--- src/rtl/rsa_pkg.sv ---
// rsa_pkg: sequencer state codes plus default operand width, index width, vector count and timeout
package rsa_pkg;
  localparam int DEF_RSA_WIDTH = 128;
  localparam int DEF_IDX_WIDTH = 32;
  localparam int DEF_NUM_VECTORS = 4;
  localparam int DEF_TIMEOUT_CYCLES = 4096;
  typedef logic [2:0] state_t;
  localparam state_t ST_IDLE    = 3'd0;
  localparam state_t ST_SELECT  = 3'd1;
  localparam state_t ST_LOAD    = 3'd2;
  localparam state_t ST_LAUNCH  = 3'd3;
  localparam state_t ST_WAIT    = 3'd4;
  localparam state_t ST_CAPTURE = 3'd5;
  localparam state_t ST_FINISH  = 3'd6;
endpackage

--- src/rtl/rsa_vector_sequencer_if.sv ---
// rsa_vector_sequencer_if: run control, operand selector, modexp core and result/status signals (master = host side, slave = sequencer)
interface rsa_vector_sequencer_if import rsa_pkg::*; #(
  parameter int RSA_WIDTH = DEF_RSA_WIDTH,
  parameter int C_S_AXI_DATA_WIDTH = DEF_IDX_WIDTH
);
  logic START, ABORT, MODE_ALL;
  logic [C_S_AXI_DATA_WIDTH-1:0] SEL_IN, SELECT_OUT, RESULT_INDEX;
  logic [RSA_WIDTH-1:0] M_IN, E_IN, N_IN, CORE_M, CORE_E, CORE_N, CORE_RESULT, RESULT_OUT;
  logic CORE_START, CORE_DONE, RESULT_VALID, BUSY, DONE, TIMEOUT_ERR;
  modport master (
    output START, ABORT, MODE_ALL, SEL_IN, M_IN, E_IN, N_IN, CORE_DONE, CORE_RESULT,
    input SELECT_OUT, CORE_M, CORE_E, CORE_N, CORE_START, RESULT_OUT, RESULT_INDEX,
    input RESULT_VALID, BUSY, DONE, TIMEOUT_ERR
  );
  modport slave (
    input START, ABORT, MODE_ALL, SEL_IN, M_IN, E_IN, N_IN, CORE_DONE, CORE_RESULT,
    output SELECT_OUT, CORE_M, CORE_E, CORE_N, CORE_START, RESULT_OUT, RESULT_INDEX,
    output RESULT_VALID, BUSY, DONE, TIMEOUT_ERR
  );
endinterface

--- src/rtl/rsa_timeout_counter.sv ---
// rsa_timeout_counter: clk/rst_n/clear/enable in, expired out; raises expired once LIMIT-1 enabled cycles have passed since clear
module rsa_timeout_counter #(
  parameter int LIMIT = 4096
) (
  input  logic clk,
  input  logic rst_n,
  input  logic clear,
  input  logic enable,
  output logic expired
);
  localparam int CW = $clog2(LIMIT) + 1;
  logic [CW-1:0] cnt_q, cnt_d;
  assign expired = cnt_q == CW'(LIMIT - 1);
  always_comb cnt_d = clear ? '0 : (enable && !expired) ? cnt_q + 1'b1 : cnt_q;
  always_ff @(posedge clk or negedge rst_n)
    if (!rst_n) cnt_q <= '0;
    else cnt_q <= cnt_d;
endmodule

--- src/rtl/rsa_vector_sequencer.sv ---
// rsa_vector_sequencer: S_AXI_ACLK/S_AXI_ARESETN plus slave bus; selects vectors, loads and launches the modexp core, captures results
module rsa_vector_sequencer import rsa_pkg::*; #(
  parameter int RSA_WIDTH = DEF_RSA_WIDTH,
  parameter int C_S_AXI_DATA_WIDTH = DEF_IDX_WIDTH,
  parameter int NUM_VECTORS = DEF_NUM_VECTORS,
  parameter int TIMEOUT_CYCLES = DEF_TIMEOUT_CYCLES
) (
  input logic S_AXI_ACLK,
  input logic S_AXI_ARESETN,
  rsa_vector_sequencer_if.slave bus
);
  localparam logic [C_S_AXI_DATA_WIDTH-1:0] LAST = C_S_AXI_DATA_WIDTH'(NUM_VECTORS - 1);
  state_t state_q, state_d;
  logic [C_S_AXI_DATA_WIDTH-1:0] idx_q, idx_d, ridx_q, ridx_d;
  logic [RSA_WIDTH-1:0] m_q, m_d, e_q, e_d, n_q, n_d, res_q, res_d;
  logic mode_q, mode_d, done_q, done_d, to_q, to_d, expired;
  rsa_timeout_counter #(.LIMIT(TIMEOUT_CYCLES)) u_timeout (
    .clk(S_AXI_ACLK),
    .rst_n(S_AXI_ARESETN),
    .clear(state_q == ST_LAUNCH),
    .enable(state_q == ST_WAIT),
    .expired(expired)
  );
  always_comb begin
    state_d = state_q;
    idx_d = idx_q;
    ridx_d = ridx_q;
    mode_d = mode_q;
    done_d = done_q;
    to_d = to_q;
    m_d = m_q;
    e_d = e_q;
    n_d = n_q;
    res_d = res_q;
    if (bus.ABORT && state_q != ST_IDLE) state_d = ST_IDLE;
    else case (state_q)
      ST_IDLE: if (bus.START) begin
        state_d = ST_SELECT;
        idx_d = bus.MODE_ALL ? '0 : bus.SEL_IN;
        mode_d = bus.MODE_ALL;
        done_d = 1'b0;
        to_d = 1'b0;
      end
      ST_SELECT: state_d = ST_LOAD;
      ST_LOAD: begin
        m_d = bus.M_IN;
        e_d = bus.E_IN;
        n_d = bus.N_IN;
        state_d = ST_LAUNCH;
      end
      ST_LAUNCH: state_d = ST_WAIT;
      ST_WAIT: if (bus.CORE_DONE) begin
        res_d = bus.CORE_RESULT;
        ridx_d = idx_q;
        state_d = ST_CAPTURE;
      end else if (expired) begin
        to_d = 1'b1;
        state_d = ST_FINISH;
      end
      ST_CAPTURE: if (mode_q && idx_q < LAST) begin
        idx_d = idx_q + 1'b1;
        state_d = ST_SELECT;
      end else state_d = ST_FINISH;
      ST_FINISH: begin
        done_d = 1'b1;
        state_d = ST_IDLE;
      end
      default: state_d = ST_IDLE;
    endcase
  end
  always_ff @(posedge S_AXI_ACLK or negedge S_AXI_ARESETN)
    if (!S_AXI_ARESETN) begin
      state_q <= ST_IDLE;
      idx_q <= '0;
      ridx_q <= '0;
      mode_q <= 1'b0;
      done_q <= 1'b0;
      to_q <= 1'b0;
      m_q <= '0;
      e_q <= '0;
      n_q <= '0;
      res_q <= '0;
    end else begin
      state_q <= state_d;
      idx_q <= idx_d;
      ridx_q <= ridx_d;
      mode_q <= mode_d;
      done_q <= done_d;
      to_q <= to_d;
      m_q <= m_d;
      e_q <= e_d;
      n_q <= n_d;
      res_q <= res_d;
    end
  assign bus.SELECT_OUT = idx_q;
  assign bus.CORE_M = m_q;
  assign bus.CORE_E = e_q;
  assign bus.CORE_N = n_q;
  assign bus.CORE_START = state_q == ST_LAUNCH;
  assign bus.RESULT_OUT = res_q;
  assign bus.RESULT_INDEX = ridx_q;
  assign bus.RESULT_VALID = state_q == ST_CAPTURE;
  assign bus.BUSY = state_q != ST_IDLE;
  assign bus.DONE = done_q;
  assign bus.TIMEOUT_ERR = to_q;
endmodule

--- src/flat_wrapper.sv ---
// flat-port wrapper written by rule: the top's interface ports become plain ports
module rsa_vector_sequencer_flat import rsa_pkg::*;
#(
  parameter int RSA_WIDTH = DEF_RSA_WIDTH,
  parameter int C_S_AXI_DATA_WIDTH = DEF_IDX_WIDTH,
  parameter int NUM_VECTORS = DEF_NUM_VECTORS,
  parameter int TIMEOUT_CYCLES = DEF_TIMEOUT_CYCLES
)
  (S_AXI_ACLK, S_AXI_ARESETN, bus_START, bus_ABORT, bus_MODE_ALL, bus_SEL_IN, bus_M_IN, bus_E_IN, bus_N_IN, bus_CORE_DONE, bus_CORE_RESULT, bus_SELECT_OUT, bus_CORE_M, bus_CORE_E, bus_CORE_N, bus_CORE_START, bus_RESULT_OUT, bus_RESULT_INDEX, bus_RESULT_VALID, bus_BUSY, bus_DONE, bus_TIMEOUT_ERR);
  rsa_vector_sequencer_if #(.RSA_WIDTH(RSA_WIDTH), .C_S_AXI_DATA_WIDTH(C_S_AXI_DATA_WIDTH)) bus_i ();
  input logic S_AXI_ACLK;
  input logic S_AXI_ARESETN;
  input wire logic [$bits(bus_i.START)-1:0] bus_START;
  input wire logic [$bits(bus_i.ABORT)-1:0] bus_ABORT;
  input wire logic [$bits(bus_i.MODE_ALL)-1:0] bus_MODE_ALL;
  input wire logic [$bits(bus_i.SEL_IN)-1:0] bus_SEL_IN;
  input wire logic [$bits(bus_i.M_IN)-1:0] bus_M_IN;
  input wire logic [$bits(bus_i.E_IN)-1:0] bus_E_IN;
  input wire logic [$bits(bus_i.N_IN)-1:0] bus_N_IN;
  input wire logic [$bits(bus_i.CORE_DONE)-1:0] bus_CORE_DONE;
  input wire logic [$bits(bus_i.CORE_RESULT)-1:0] bus_CORE_RESULT;
  output wire logic [$bits(bus_i.SELECT_OUT)-1:0] bus_SELECT_OUT;
  output wire logic [$bits(bus_i.CORE_M)-1:0] bus_CORE_M;
  output wire logic [$bits(bus_i.CORE_E)-1:0] bus_CORE_E;
  output wire logic [$bits(bus_i.CORE_N)-1:0] bus_CORE_N;
  output wire logic [$bits(bus_i.CORE_START)-1:0] bus_CORE_START;
  output wire logic [$bits(bus_i.RESULT_OUT)-1:0] bus_RESULT_OUT;
  output wire logic [$bits(bus_i.RESULT_INDEX)-1:0] bus_RESULT_INDEX;
  output wire logic [$bits(bus_i.RESULT_VALID)-1:0] bus_RESULT_VALID;
  output wire logic [$bits(bus_i.BUSY)-1:0] bus_BUSY;
  output wire logic [$bits(bus_i.DONE)-1:0] bus_DONE;
  output wire logic [$bits(bus_i.TIMEOUT_ERR)-1:0] bus_TIMEOUT_ERR;
  assign bus_i.START = bus_START;
  assign bus_i.ABORT = bus_ABORT;
  assign bus_i.MODE_ALL = bus_MODE_ALL;
  assign bus_i.SEL_IN = bus_SEL_IN;
  assign bus_i.M_IN = bus_M_IN;
  assign bus_i.E_IN = bus_E_IN;
  assign bus_i.N_IN = bus_N_IN;
  assign bus_i.CORE_DONE = bus_CORE_DONE;
  assign bus_i.CORE_RESULT = bus_CORE_RESULT;
  assign bus_SELECT_OUT = bus_i.SELECT_OUT;
  assign bus_CORE_M = bus_i.CORE_M;
  assign bus_CORE_E = bus_i.CORE_E;
  assign bus_CORE_N = bus_i.CORE_N;
  assign bus_CORE_START = bus_i.CORE_START;
  assign bus_RESULT_OUT = bus_i.RESULT_OUT;
  assign bus_RESULT_INDEX = bus_i.RESULT_INDEX;
  assign bus_RESULT_VALID = bus_i.RESULT_VALID;
  assign bus_BUSY = bus_i.BUSY;
  assign bus_DONE = bus_i.DONE;
  assign bus_TIMEOUT_ERR = bus_i.TIMEOUT_ERR;
  rsa_vector_sequencer #(.RSA_WIDTH(RSA_WIDTH), .C_S_AXI_DATA_WIDTH(C_S_AXI_DATA_WIDTH), .NUM_VECTORS(NUM_VECTORS), .TIMEOUT_CYCLES(TIMEOUT_CYCLES)) u_core (.S_AXI_ACLK(S_AXI_ACLK), .S_AXI_ARESETN(S_AXI_ARESETN), .bus(bus_i));
endmodule
--- config.mk ---
export PLATFORM = sky130hd
export DESIGN_NAME = rsa_vector_sequencer_flat
export DESIGN_NICKNAME = d
export VERILOG_FILES = /design/src/rtl/rsa_pkg.sv /design/src/rtl/rsa_vector_sequencer_if.sv /design/src/rtl/rsa_timeout_counter.sv /design/src/rtl/rsa_vector_sequencer.sv /design/src/flat_wrapper.sv
export SDC_FILE = /design/constraint.sdc
export NUM_CORES = 1
export LEC_CHECK = 0
export ABC_AREA = 1
export ABC_CLOCK_PERIOD_IN_PS = 2400
export CAP_MARGIN = 0
export CELL_PAD_IN_SITES_DETAIL_PLACEMENT = 1
export CELL_PAD_IN_SITES_GLOBAL_PLACEMENT = 2
export CORE_AREA = 2 2 435 437
export CTS_BUF_LIST = sky130_fd_sc_hd__clkbuf_2
export DETAILED_ROUTE_END_ITERATION = 16
export DIE_AREA = 0 0 437 439
export GPL_ROUTABILITY_DRIVEN = 0
export PLACE_DENSITY = 0.58
export SLEW_MARGIN = 20
export SYNTH_ARGS = -nofsm -noshare
export SYNTH_HDL_FRONTEND = slang
export SYNTH_SLANG_ARGS = --single-unit
--- constraint.sdc ---
create_clock -name S_AXI_ACLK -period 2.4 [get_ports S_AXI_ACLK]
set_clock_uncertainty 0.1 [all_clocks]
set_input_delay 0.48 -clock S_AXI_ACLK [delete_from_list [all_inputs] [get_ports S_AXI_ACLK]]
set_output_delay 0.48 -clock S_AXI_ACLK [all_outputs]
set_load 0.005 [all_outputs]
==> results.sh <==
export IMPL_yosys_area_top_type="dfrtp_1"
export IMPL_worstMarginPinSlew_ns=1.106
export IMPL_antenna_found_initial=84
export IMPL_grt_max_degree=65
export IMPL_clockBufferDepth=3
export IMPL_wl_per_cell_um=22.23
export IMPL_clock_fmax_mhz=329.2
export IMPL_synth_warnings=0
export IMPL_htreeDepth=4
export IMPL_routed_wl_um=159900
export IMPL_ys_ff_latch=595
export IMPL_crit_chain="nor2_4 -> inv_2 -> nor2_4 -> inv_2 -> buf_6"
export IMPL_reg2reg_slack_ns=0.04
export IMPL_hold_start="u_core.bus.RESULT_OUT[119]"
export IMPL_setup_viol=581
export IMPL_finalCritPeriodShare_pct=126.6
export IMPL_grt_pass1_wl_um=218900
export IMPL_cts_buffers=186
export IMPL_grt_pass1_vias=28700
export IMPL_drcViolationCount=0
export IMPL_worst_slack_ns=-0.6373
export IMPL_clock_sinks=595
export IMPL_synth_distinct_cells=39
export IMPL_syn_area_um2=23820
export IMPL_cp_slowest_cell="dfrtp_2"
export IMPL_critPathLaunchType="flip-flop"
export IMPL_num_io_pins=1131
export IMPL_coreArea_um2=187000
export IMPL_path_class="reg -> out"
export IMPL_hold_violations=0
export IMPL_viasPerCell=3.565
export IMPL_peakVddDrop_mv=0.4480
export IMPL_netlist_top_cells_count="dfrtp_1 (595), mux2_2 (452), nand2_1 (315), nor2_1 (83), mux2_1 (64)"
export IMPL_vias=25640
export IMPL_hold_end="u_core.bus.RESULT_OUT[119]"
export IMPL_drv_slew=0
export IMPL_preCtsSetupSlack_ns=-0.1222
export IMPL_cts_tree="built"
export IMPL_critPathCaptureType="output port"
export IMPL_die_w_um=437
export IMPL_nets=5086
export IMPL_portBuffers=1130
export IMPL_root_buffer="clkbuf_2"
export IMPL_synth_compound_area_share_pct=1.901
export IMPL_num_rows=159
export IMPL_r2r_end="u_core.bus.RESULT_OUT[121]"
export IMPL_yosys_area_share_simple_pct=7.963
export IMPL_yosys_area_top_type_share_pct=62.50
export IMPL_synth_main_ff_cell="dfrtp_1"
export IMPL_synth_adder_area_share_pct=0.1050
export IMPL_gr_total_overflow=0
export IMPL_crit_path_max_incr_delay_ns=0.46
export IMPL_dieArea_um2=191800
export IMPL_hold_path_class="reg -> reg"
export IMPL_synth_edf_count=0
export IMPL_synthMostInstantiatedCell="dfrtp_1"
export IMPL_drive_gt1_share_pct=37.41
export IMPL_ys_async_sr_fraction_pct=100.0
export IMPL_initialDrtViolationCount=746
export IMPL_grt_use_total_pct=16.11
export IMPL_die_y_um=439
export IMPL_maxCapViolations=0
export IMPL_power_leakage_nw=23.70
export IMPL_stdcell_count=7192
export IMPL_seq_area_frac_synth_pct=62.50
export IMPL_synthCells=1794
export IMPL_synthesis_nets=2346
export IMPL_numPlacedInstances=5454
export IMPL_areaGrowthSynthToFinish_pct=122.5
export IMPL_status="finished, violations left"
export IMPL_failed_checks="negative setup slack"
export IMPL_ant_nets=0
export IMPL_crit_fanout=5
export IMPL_hpwl_um=122000
export IMPL_clk_latency_ns=1.62
export IMPL_clkTransAtPathRegs_ns=0.08
export IMPL_timing_rr_start="u_core.state_q[1]"
export IMPL_min_period_ns=3.037
export IMPL_rsz0062_at_grt="yes"
export IMPL_reg2regPathDepth=9
export IMPL_max_slew_margin_pct=26.24
export IMPL_muxShareOfSynthArea_pct=24.39
export IMPL_cp_arrival_ns=2.46
export IMPL_firstDrtPassIters=4
export IMPL_power_density_nw_per_um2=971.6
export IMPL_holdPathStages=1
export IMPL_avgSynthCellArea_um2=13.28
export IMPL_cp_data_required_time_ns=1.82
export IMPL_initial_core_util_pct=12.74
export IMPL_synth_top_family_by_area="multiplexers"
export IMPL_yosys_area_share_xor_xnor_pct=0.1471
export IMPL_synth_area_top_cells="dfrtp_1 (63%), mux2_2 (21%), nand2_1 (5.0%)"
-- cell usage in the layout, fill, tap and decap left out, drive strengths merged, types with 4 or more instances in the layout --
cell / n
dlygate4sd3: 1135
buf: 941
dfrtp: 595
clkdlybuf4s50: 548
mux2: 516
nand2: 318
clkbuf: 265
nor2: 86
inv: 72
nand3: 42
diode: 40
clkinv: 39
o21a: 28
o21ai: 16
a21oi: 15
nand4: 10
nor3: 6
xor2: 4
-- sequential cells by signal (all words and copies together), names as in the netlist, 3 cells and up --
name                     cells
u_core.bus.CORE_M          128
u_core.bus.CORE_N          128
u_core.u_timeout.cnt_q      13
u_core.bus.RESULT_OUT      128
u_core.bus.SELECT_OUT       32
u_core.state_q               3
u_core.bus.CORE_E          128
u_core.bus.RESULT_INDEX     32
-- through the flow --
step / util (%) / TNS [ns] / hold WS (ns) / total power [W] / area, µm²
floorplan: - / 0 / 0.08441 / 0.02346 / 23820
global placement: 20.86 / -16.44 / 0.3677 / 0.04001 / 39010
detailed placement: 20.86 / -17.23 / 0.3716 / 0.04028 / 39010
CTS: 27.77 / -428.46 / 0.003453 / 0.05080 / 51930
global route: 28.32 / -384.32 / 0.1159 / 0.05461 / 52970
finish: 28.34 / -186.91 / 0.3852 / 0.05149 / 52990
-- critical path, delay by kind of cell, from the launching register on --
family                 cells  cell delay, ns
flip-flops                 1            0.46
AND/OR/NAND/NOR            2            0.24
buffers and inverters      3            0.23
-- power breakdown --
group | switching [W] | internal, W | leakage (nW) | total (W)
sequential | 0.00357 | 0.0149 | 7.26 | 0.0184
clock | 0.00529 | 0.00332 | 1.25 | 0.00860
combinational | 0.0101 | 0.0144 | 15.2 | 0.0245
total | 0.0189 | 0.0326 | 23.7 | 0.0515
-- kinds of logic (layout without fill, tap and decap cells) --
kind of cell | Yosys count | in the layout
AOI/OAI and AO/OA | 69 | 69
xor gates and xnor gates | 4 | 4
adders and majority gates | 2 | 2
buffers and inverters | 141 | 3004
DFF | 595 | 595
muxes | 516 | 516
other | 0 | 40
and+or+nand+nor | 467 | 467
-- layer usage --
| metal | part of all wire [%] | track usage [%] | routed length, µm |
|---|---|---|---|
| met3 | 7.0 | 5.735 | 11240 |
| met5 | 0.29 | 0.3970 | 458 |
| met4 | 4.1 | 7.442 | 6575 |
| met1 | 37 | 17.25 | 58950 |
| met2 | 52 | 28.20 | 82670 |
-- area by class of cell --
| cell class | count | area, µm² |
|---|---|---|
| Antenna cell | 40 | 100.1 |
| Clock buffer | 263 | 1316 |
| Clock inverter | 48 | 317.8 |
| Fill cell | 21310 | 134000 |
| Inverter | 67 | 262.8 |
| Multi-Input combinational cell | 1058 | 8293 |
| Sequential cell | 595 | 14940 |
| Tap cell | 2495 | 3122 |
| Timing Repair Buffer | 2626 | 24650 |
-- worst max-delay path by stage --
stage	slack (ns)	end	from	cells after the start
floorplan	0.51	u_core.bus.CORE_E[0]	bus_ABORT	5
global placement	-0.11	u_core.bus.RESULT_OUT[32]	bus_ABORT	6
detailed placement	-0.12	u_core.bus.RESULT_OUT[29]	bus_ABORT	6
CTS	-1.05	bus_BUSY	u_core.state_q[1]	5
global route	-1.00	bus_BUSY	u_core.state_q[2]	4
finish	-0.64	bus_BUSY	u_core.state_q[1]	5
-- timing repair --
action	4_1_cts	5_1_grt
hold endpoints to repair	1177	0
endpoints found under the setup margin	581	623
cloned	0	2
buffers inserted	165	97
hold buffers	1136	0
gates resized for setup	2791	40
pin swaps	2	6
(Power assumes the default switching activity.)
